==> config.mk <==
export PLATFORM = sky130hd
export DESIGN_NAME = axis_insert_header_arbiter
export DESIGN_NICKNAME = d
export VERILOG_FILES = /design/src/rtl/axis_insert_header_arbiter_pkg.sv /design/src/rtl/axis_insert_header_arbiter_rr_arbiter.sv /design/src/rtl/axis_insert_header_arbiter.sv
export SDC_FILE = /design/constraint.sdc
export NUM_CORES = 1
export LEC_CHECK = 0
export ABC_AREA = 1
export CORE_AREA = 2 2 152 154
export CTS_BUF_LIST = sky130_fd_sc_hd__clkbuf_8
export CTS_CLUSTER_SIZE = 14
export DETAILED_ROUTE_END_ITERATION = 16
export DIE_AREA = 0 0 154 156
export PLACE_DENSITY_LB_ADDON = 0.1
export RECOVER_POWER = 25
export SLEW_MARGIN = 20
export SYNTH_ARGS = -nofsm -noshare
export SYNTH_HDL_FRONTEND = slang
export SYNTH_SLANG_ARGS = --single-unit
==> constraint.sdc <==
create_clock -name clk -period 2.5 [get_ports clk]
set_input_delay 0.5 -clock clk [delete_from_list [all_inputs] [get_ports clk]]
set_output_delay 0.5 -clock clk [all_outputs]
set_load 0.01 [all_outputs]
==> src/rtl/axis_insert_header_arbiter_pkg.sv <==
// Shared definitions for the header-insert arbiter: FSM encoding and the
// rotating-priority pick used by the round-robin picker.
package axis_insert_header_arbiter_pkg;

  localparam logic [1:0] ST_IDLE    = 2'd0;
  localparam logic [1:0] ST_HDR     = 2'd1;
  localparam logic [1:0] ST_PAYLOAD = 2'd2;

  localparam int MAX_SRC = 16;

  // First set request bit searching upward from ptr+1, wrapping at n.
  // Walks the offsets from far to near so the nearest hit is the one kept.
  function automatic logic [3:0] rr_pick(input int n, input logic [3:0] ptr,
                                         input logic [MAX_SRC-1:0] req);
    logic [3:0] pick;
    logic [4:0] sum;
    pick = '0;
    for (int k = MAX_SRC; k >= 1; k--) begin
      sum = 5'(ptr) + 5'(k);
      if (sum >= 5'(n)) sum = sum - 5'(n);
      if (k <= n && req[sum[3:0]]) pick = sum[3:0];
    end
    return pick;
  endfunction

endpackage

==> src/rtl/axis_insert_header_arbiter_rr_arbiter.sv <==
// Round-robin picker: combinational pick from the request vector, priority
// pointer advanced to the finished grant on the update strobe.
module rr_arbiter
  import axis_insert_header_arbiter_pkg::*;
#(
  parameter int NUM_SRC = 4,
  parameter int SRC_WD  = $clog2(NUM_SRC)
) (
  input  logic               clk,
  input  logic               rst_n,
  input  logic [NUM_SRC-1:0] req,
  input  logic               upd,
  input  logic [SRC_WD-1:0]  upd_idx,
  output logic [SRC_WD-1:0]  pick
);

  logic [SRC_WD-1:0] ptr;

  // Pointer starts at the top index so source 0 wins the first arbitration.
  always_ff @(posedge clk or negedge rst_n) begin
    if (!rst_n)   ptr <= SRC_WD'(NUM_SRC - 1);
    else if (upd) ptr <= upd_idx;
  end

  assign pick = SRC_WD'(rr_pick(NUM_SRC, 4'(ptr), MAX_SRC'(req)));

endmodule

==> src/rtl/axis_insert_header_arbiter.sv <==
// Shares one header inserter among NUM_SRC requesters. One source is granted
// per packet: its header is routed first, then its payload until last.
module axis_insert_header_arbiter
  import axis_insert_header_arbiter_pkg::*;
#(
  parameter int DATA_WD      = 32,
  parameter int DATA_BYTE_WD = DATA_WD / 8,
  parameter int NUM_SRC      = 4,
  parameter int SRC_WD       = $clog2(NUM_SRC)
) (
  input  logic                              clk,
  input  logic                              rst_n,
  input  logic [NUM_SRC-1:0]                s_valid_insert,
  input  logic [NUM_SRC*DATA_WD-1:0]        s_data_insert,
  input  logic [NUM_SRC*DATA_BYTE_WD-1:0]   s_keep_insert,
  output logic [NUM_SRC-1:0]                s_ready_insert,
  input  logic [NUM_SRC-1:0]                s_valid_in,
  input  logic [NUM_SRC*DATA_WD-1:0]        s_data_in,
  input  logic [NUM_SRC*DATA_BYTE_WD-1:0]   s_keep_in,
  input  logic [NUM_SRC-1:0]                s_last_in,
  output logic [NUM_SRC-1:0]                s_ready_in,
  output logic                              m_valid_insert,
  output logic [DATA_WD-1:0]                m_data_insert,
  output logic [DATA_BYTE_WD-1:0]           m_keep_insert,
  input  logic                              m_ready_insert,
  output logic                              m_valid_in,
  output logic [DATA_WD-1:0]                m_data_in,
  output logic [DATA_BYTE_WD-1:0]           m_keep_in,
  output logic                              m_last_in,
  input  logic                              m_ready_in,
  output logic [SRC_WD-1:0]                 grant_id,
  output logic                              busy
);

  logic [1:0]              state;
  logic [SRC_WD-1:0]       gnt;
  logic [SRC_WD-1:0]       pick;
  logic                    in_hdr, in_pay;
  logic                    hdr_fire, last_fire;
  logic [NUM_SRC-1:0]      gnt_oh;
  logic                    sel_vi, sel_vin, sel_lin;
  logic [DATA_WD-1:0]      sel_di, sel_din;
  logic [DATA_BYTE_WD-1:0] sel_ki, sel_kin;

  rr_arbiter #(.NUM_SRC(NUM_SRC), .SRC_WD(SRC_WD)) u_rr (
    .clk     (clk),
    .rst_n   (rst_n),
    .req     (s_valid_insert),
    .upd     (last_fire),
    .upd_idx (gnt),
    .pick    (pick)
  );

  // Packet FSM: arbitrate in IDLE, hold the grant through header and payload.
  always_ff @(posedge clk or negedge rst_n) begin
    if (!rst_n) begin
      state <= ST_IDLE;
      gnt   <= '0;
    end else begin
      case (state)
        ST_IDLE: if (|s_valid_insert) begin
          gnt   <= pick;
          state <= ST_HDR;
        end
        ST_HDR:     if (hdr_fire)  state <= ST_PAYLOAD;
        ST_PAYLOAD: if (last_fire) state <= ST_IDLE;
        default:                   state <= ST_IDLE;
      endcase
    end
  end

  // Select the granted source's channels; data/keep follow the grant always.
  always_comb begin
    gnt_oh  = '0;
    sel_vi  = 1'b0;
    sel_vin = 1'b0;
    sel_lin = 1'b0;
    sel_di  = '0;
    sel_ki  = '0;
    sel_din = '0;
    sel_kin = '0;
    for (int i = 0; i < NUM_SRC; i++) begin
      if (gnt == SRC_WD'(i)) begin
        gnt_oh[i] = 1'b1;
        sel_vi    = s_valid_insert[i];
        sel_vin   = s_valid_in[i];
        sel_lin   = s_last_in[i];
        sel_di    = s_data_insert[i*DATA_WD +: DATA_WD];
        sel_ki    = s_keep_insert[i*DATA_BYTE_WD +: DATA_BYTE_WD];
        sel_din   = s_data_in[i*DATA_WD +: DATA_WD];
        sel_kin   = s_keep_in[i*DATA_BYTE_WD +: DATA_BYTE_WD];
      end
    end
  end

  assign in_hdr = (state == ST_HDR);
  assign in_pay = (state == ST_PAYLOAD);

  assign m_valid_insert = in_hdr & sel_vi;
  assign m_data_insert  = sel_di;
  assign m_keep_insert  = sel_ki;
  assign s_ready_insert = (in_hdr && m_ready_insert) ? gnt_oh : '0;

  assign m_valid_in = in_pay & sel_vin;
  assign m_data_in  = sel_din;
  assign m_keep_in  = sel_kin;
  assign m_last_in  = sel_lin;
  assign s_ready_in = (in_pay && m_ready_in) ? gnt_oh : '0;

  assign hdr_fire  = m_valid_insert & m_ready_insert;
  assign last_fire = m_valid_in & m_ready_in & m_last_in;

  assign grant_id = gnt;
  assign busy     = (state != ST_IDLE);

endmodule

==> metrics.md, run 1 <==
| Metric | Value |
|---|---|
| FMAX | 416 MHz |
| Worst Clk Skew | around 3.4 ps |
| Clk_lat worst skew | 220 ps |
| Mean Syn Cell Area | approximately 4.6 µm² |
| N_diodes | 0 |
| Crit. End Element | primary output |
| Netlist cell types | 22 |
| Initial DRT Pass Iterations | 4 |
| Synthesis Warnings | 0 |
| Site Rows | 55 |
| Synth-to-Final Area Change | 194% |
| Tmin final | between 2000 and 2500 ps |
| FF+latch count, synth | 6 |
| Vias/cell | between 3 and 4 |
| HPWL after DPL | 15,400 µm |
| Dpl cells | 1,175 |
| Crit-path max FO | 11 |
| Area share of the leading cell type in the synthesized netlist | 52.8% |
| Fin cells | about 1.2k |
| GR Util All Layers | 15.2% |
| Sequential share of the synthesized area | 6.45% |
| Post-route clock period utilization | 96.3% |
| Metal3 WL | 1390 µm |
| CTS tree | yes |
| Pin count of the biggest net entering global routing | 49 |
| Grt total ovfl | 0 |
| Die span in x | ~150 µm |
| Area of the core | 0.0224 mm² |
| Place WS | -12.2 ps |
| Vias in the first global route | 4,908 |
| R2R Setup Slk | 520 ps |
| Leak | 2.96 nW |
| Final setup margin | 93.4 ps |
| First-pass GRT wire length | around 29,000 µm |
| Worst vdd ir | 0.388 mV |
| Ports | ~400 |
| CTS Sinks | 6 |
| Number of max-cap violations | 0 |
| WL final | 20,300 µm |
| Post-synthesis cell count | between 500 and 600 |
| Clock transition at path regs | roughly 40 ps |
| Buffers added on ports | around 400 |
| Hold path depth | 3 |
| Pwr/cell area | 929 mW/mm² |
| Leading cell types in the layout, fill and taps excluded | clkdlybuf4s50_1, nand2_1, nand4_1 |
| Critical Path RT | 2000 ps |
| Post-synthesis instance area | around 0.0024 mm² |
| Nets@finish | 1,215 |
| Final setup vio count | 0 |
| TritonCTS buffer count | 3 |
| Syn_nets | 821 |
| Crit Path Class | reg -> out |
| Max Used Layer | met4 |
| Status | complete, no violations |
| Max Slew Vio Count | 0 |
| Die extent in y | 156 µm |
| Drc violations | 0 |
| Initial antenna violation count | 0 |
| Largest area contributor in the netlist | nand2_1 |
| Worst r2r path cells | 11 |
| Post-route ant nets | 0 |
| Die area | 0.0240 mm² |
| Power Total | 6.47 mW |
| CP arrival | 1910 ps |
| DR iter-0 viols | around 240 |
| Placer Congestion | 0.754 |
| H-tree levels | 1 |
| Most common cell after layout, fill and taps aside | clkdlybuf4s50_1 |
| Top cells by area, synth | nand2_1, nand4_1, dfrtp_1 |
| Hold Vio Cnt, Final | 0 |
| Wire length on met2 | between 10,000 and 15,000 µm |
| Slew HR | about 80% |
| Root buf cell | clkbuf_8 |
| Startpoint Class | register |
| Share of cells above drive strength 1 | 4.76% |
| Initial Util | 10.6% |
| Mean routed wirelength per cell | 17.1 µm |
| HP Class | reg -> reg |
| Filler cells | between 2k and 3k |
| Vias | 4,750 |
| Measured slew at the worst slew-check pin | 317 ps |
| Clk buf depth | 2 |
| Routed metal-1 wirelength | 8070 µm |
## registers in the layout, summed over array words and instances, names as in the netlist
register,count
u_rr.ptr,2
state,2
grant_id,2
## where the power goes
group / total (mW) / internal, mW / switching (mW)
combinational: 6.12 / 3.02 / 3.11
clock: 0.138 / 0.103 / 0.0353
sequential: 0.206 / 0.150 / 0.0555
## cells in the mapped netlist
| master | instances |
|---|---|
| o221ai_1 | 2 |
| o211ai_1 | 1 |
| buf_2 | 19 |
| buf_4 | 1 |
| nand2_1 | 333 |
| a21oi_1 | 1 |
| inv_2 | 1 |
| a21boi_1 | 1 |
| clkbuf_1 | 10 |
| inv_1 | 20 |
| dfrtp_1 | 4 |
| nor2_1 | 16 |
| ha_1 | 5 |
| nand4_1 | 73 |
| dfstp_2 | 2 |
| o21ai_0 | 2 |
| a21oi_2 | 1 |
| a21boi_2 | 1 |
| nor2_2 | 1 |
| a31oi_1 | 1 |
| nand3_1 | 16 |
| nand2_2 | 1 |
## timing repair
item | CTS | global route
hold buffers | 0 | 0
endpoints found under the setup margin | 71 | 70
resized for setup | 12 | 31
gates cloned | 2 | 3
buffers inserted | 0 | 6
pin swaps | 1 | 1
## logic make-up after synthesis
logic type / synth area share [%]
and+or+nand+nor: 78.5
DFF: 6.45
adders and majority gates: 2.64
buffers and inverters: 9.25
AOI/OAI and AO/OA: 3.12
## cell type report
type,instances,area (µm²),share of cell area [%]
well taps,285,357,5.12
inverters,21,86.3,1.24
repair buffers,419,4320,62.0
multi-input cells,455,2000,28.8
clock buffers,3,41.3,0.593
flip-flops and latches,6,155,2.23
## critical path: stages (launching register included)
cell and delay (ps):
dfrtp_2 410, inv_2 90, nor2_4 130, buf_4 180, clkbuf_16 190, nand2_1 60
nand4_1 90, clkdlybuf4s50_1 540
## path summary, 6_finish.rpt
kind | start | to
setup / recovery | grant_id[1] | m_data_in[8]
hold / removal | state[1] | state[0]
setup reg to reg | u_rr.ptr[1] | grant_id[0]
hold reg to reg | state[1] | state[0]
max in group asynchronous | rst_n | u_rr.ptr[1]
min in group asynchronous | rst_n | state[0]
## routing by layer
| layer | global-route usage (%) | vias to the layer above |
|---|---|---|
| met4 | 2.27 | 0 |
| met5 | 0 | - |
| met3 | 3.28 | 14 |
| met1 | 16.8 | 2076 |
| li1 | - | 2455 |
| met2 | 30.2 | 205 |
## through the flow
| step | cell area [µm²] | TNS (ps) | utilization [%] | hold slack (ps) |
|---|---|---|---|---|
| 2_1_floorplan | 2370 | 0 | - | 204 |
| 3_3_place_gp | 6750 | -2.57 | 30.2 | 542 |
| 3_5_place_dp | 6750 | -12.2 | 30.2 | 536 |
| 4_1_cts | 6840 | -124 | 30.6 | 533 |
| 5_1_grt | 6960 | -1.33 | 31.1 | 616 |
| 6_report | 6960 | 0 | 31.1 | 557 |
No activity file was read; power rests on OpenSTA's default activity.
==> run 2: changes to the inputs <==
HOLD_SLACK_MARGIN = 0.12   (was not set)
==> results of run 2 <==
No change in the layout: final DEF, timing and power equal those of run 1.
==> run 3: changes to the inputs <==
GPL_TIMING_DRIVEN = 0   (was not set)
==> run 3 against run 2 <==
Compared with the run above:
- die area unchanged
- maximum frequency down 1.2%
- total power down 2.5%
- via count up 0.61%
==> metrics.md, run 3 (synthesis results as in run 1) <==
| Metric | Value |
|---|---|
| Site Rows | 55 (unchanged) |
| Leak | 3.41 nW (was 2.96 nW) |
| TritonCTS buffer count | 3 (unchanged) |
| Mean routed wirelength per cell | 17.1 µm (about the same) |
| Grt total ovfl | 0 (unchanged) |
| H-tree levels | 1 (unchanged) |
| Clk buf depth | 2 (unchanged) |
| Layout Utilization | 31.8% (was 31.1%) |
| Hold Path End | u_rr.ptr[1] (was state[0]) |
| Worst Clk Skew | 3.25 ps (was 3.40 ps) |
| Post-route clock period utilization | 97.4% (was 96.3%) |
| Die area | 0.0240 mm² (unchanged) |
| RSZ-0062 raised after global routing | false |
| First-pass GRT wire length | 29,100 µm (was 28,700 µm) |
| Pwr/cell area | 886 mW/mm² (was 929 mW/mm²) |
| FF-to-FF End | grant_id[1] (was grant_id[0]) |
| Vias in the first global route | 4,882 (was 4,908) |
| Synth-to-Final Area Change | 201% (was 194%) |
| Status | complete, no violations (unchanged) |
| CP Cell Sequence | dlygate4sd3_1 -> nand2_1 -> nand2_1 -> o221ai_1 -> nand2_1 -> clkdlybuf4s50_1 (was inv_2 -> nor2_4 -> buf_4 -> clkbuf_16 -> nand2_1 -> nand4_1 -> clkdlybuf4s50_1) |
| Number of max-cap violations | 0 (unchanged) |
| Die span in x | 154 µm (unchanged) |
| Initial Util | 10.6% (unchanged) |
| R2R Setup Slk | 510 ps (was 520 ps) |
| Worst path top cell family by delay | buffers and inverters (unchanged) |
| Area of the core | 0.0224 mm² (unchanged) |
| Vias/cell | 3.98 (was 3.99) |
| Nets@finish | 1,227 (was 1,215) |
| HP Class | reg -> reg (unchanged) |
| Power Total | 6.31 mW (was 6.47 mW) |
| Crit. End Element | primary output (unchanged) |
| Root buf cell | clkbuf_8 (unchanged) |
| Dpl cells | 1,186 (was 1,175) |
| Placer Congestion | 0.814 (was 0.754) |
| FMAX | 411 MHz (was 416 MHz) |
| Ports | 390 (unchanged) |
| Drc violations | 0 (unchanged) |
| Worst hold slack | 539 ps (was 557 ps) |
| Clock transition at path regs | 40 ps (about the same) |
| Fin cells | 1,202 (was 1,189) |
| Tmin final | 2440 ps (was 2410 ps) |
| Initial DRT Pass Iterations | 4 (unchanged) |
| N_diodes | 0 (unchanged) |
| Measured slew at the worst slew-check pin | 407 ps (was 317 ps) |
| Hold path depth | 2 (was 3) |
| DR iter-0 viols | 243 (was 241) |
| GR Util All Layers | 15.8% (was 15.2%) |
| Hold Vio Cnt, Final | 0 (unchanged) |
| Most common cell after layout, fill and taps aside | nand2_1 (was clkdlybuf4s50_1) |
| Setup TNS | 0 ps (unchanged) |
| Max Slew Vio Count | 0 (unchanged) |
| Die extent in y | 156 µm (unchanged) |
| Crit path buf inv count | 2 (was 4) |
| Slew HR | 72.6% (was 78.9%) |
| Startpoint Class | input port (was register) |
| CTS Sinks | 6 (unchanged) |
| Share of cells above drive strength 1 | 6.32% (was 4.76%) |
| Crit-path max FO | 2 (was 11) |
| Initial antenna violation count | 0 (unchanged) |
| Cell mode on critical path | nand2_1 |
| Slowest Stage Delay on Critical Path | 560 ps (was 540 ps) |
| Vias | 4,779 (was 4,750) |
| Pin count of the biggest net entering global routing | 11 (was 49) |
| Post-route ant nets | 0 (unchanged) |
| Slowest CP cell | dlygate4sd3_1 (was clkdlybuf4s50_1) |
| Crit Path Class | in -> out (was reg -> out) |
| Worst vdd ir | 0.433 mV (was 0.388 mV) |
| Clk_lat worst skew | 220 ps (about the same) |
| Final setup vio count | 0 (unchanged) |
| Buffers added on ports | 389 (unchanged) |
| Worst r2r path cells | 10 (was 11) |
| HPWL after DPL | 17,000 µm (was 15,400 µm) |
| Leading cell types in the layout, fill and taps excluded | nand2_1, clkdlybuf4s50_1, nand4_1 (was clkdlybuf4s50_1, nand2_1, nand4_1) |
| Hold Startpoint | u_rr.ptr[1] (was state[1]) |
| CP arrival | 1940 ps (was 1910 ps) |
| Critical Path RT | 2000 ps (about the same) |
| CTS tree | yes (unchanged) |
| Reg2reg start | u_rr.ptr[0] (was u_rr.ptr[1]) |
| WL final | 20,600 µm (was 20,300 µm) |
==> run 3: changes by cell type in the layout (fill, tap and decap cells not counted), moves of 5 or more <==
cell / before / now
clkdlybuf4s50_1: 355 / 311
dlymetal6s2s_1: 18 / 47
dlygate4sd2_1: 5 / 22
buf_6: 1 / 14
clkbuf_8: 3 / 10
buf_12: 8 / 3
clkbuf_1: 9 / 4
==> run 3: how the worst max path moves through the flow <==
stage | from | slack [ps] | end | depth (start not counted)
final | s_last_in[1] | 60 | m_last_in | 6
after CTS | grant_id[1] | -50 | m_data_insert[11] | 7
after floorplan | grant_id[0] | 700 | m_data_in[10] | 5
after global routing | grant_id[1] | 10 | m_keep_insert[1] | 7
after detailed placement | grant_id[1] | -620 | m_data_insert[30] | 7
after global placement | grant_id[1] | -660 | m_data_insert[30] | 7
==> run 3: stage by stage <==
stage	cell area, µm²	worst slack (ps)
floorplan	2370	699
global placement	6620	-659
detailed placement	6620	-615
CTS	6980	-51.5
global route	7120	14.2
finish	7120	65.0
==> run 3: cell type report <==
cell class / count / area (µm²)
fillers: 2516 / 15200
repair buffers: 401 / 4070
clock buffers: 3 / 41.3
inverters: 21 / 96.3
plain buffers: 30 / 378
flip-flops and latches: 6 / 155
well taps: 285 / 357
clock inverters: 1 / 3.75
multi-input cells: 455 / 2020
==> run 3: repair_timing <==
item | 4_1_cts | 5_1_grt
resized for setup | 104 | 65
setup endpoints to repair | 78 | 56
setup buffers | 9 | 3
pin swaps | 2 | 0
cloned | 0 | 0
hold buffers | 0 | 0
==> run 3: metal layers <==
layer / global-route usage [%] / part of all wire [%]
met4: 1.65 / 0.74
met1: 18.4 / 40
met3: 3.94 / 7.3
met2: 29.8 / 52
met5: 0 / 0
==> run 3: power breakdown <==
part	leakage [nW]	switching (mW)	internal (mW)
logic	3.32	3.02	2.89
clock network	0.0269	0.0463	0.106
registers	0.0664	0.0907	0.153
==> run 3: worst register-to-register path: stages, from the launching register on <==
cell and delay (ps):
dfstp_2 630, inv_1 170, ha_1 370, inv_1 90
nand3_1 110, nand2_1 50, nor2_1 120, nand3_1 90
nand3_1 70, nand2_1 60, a21oi_1 140
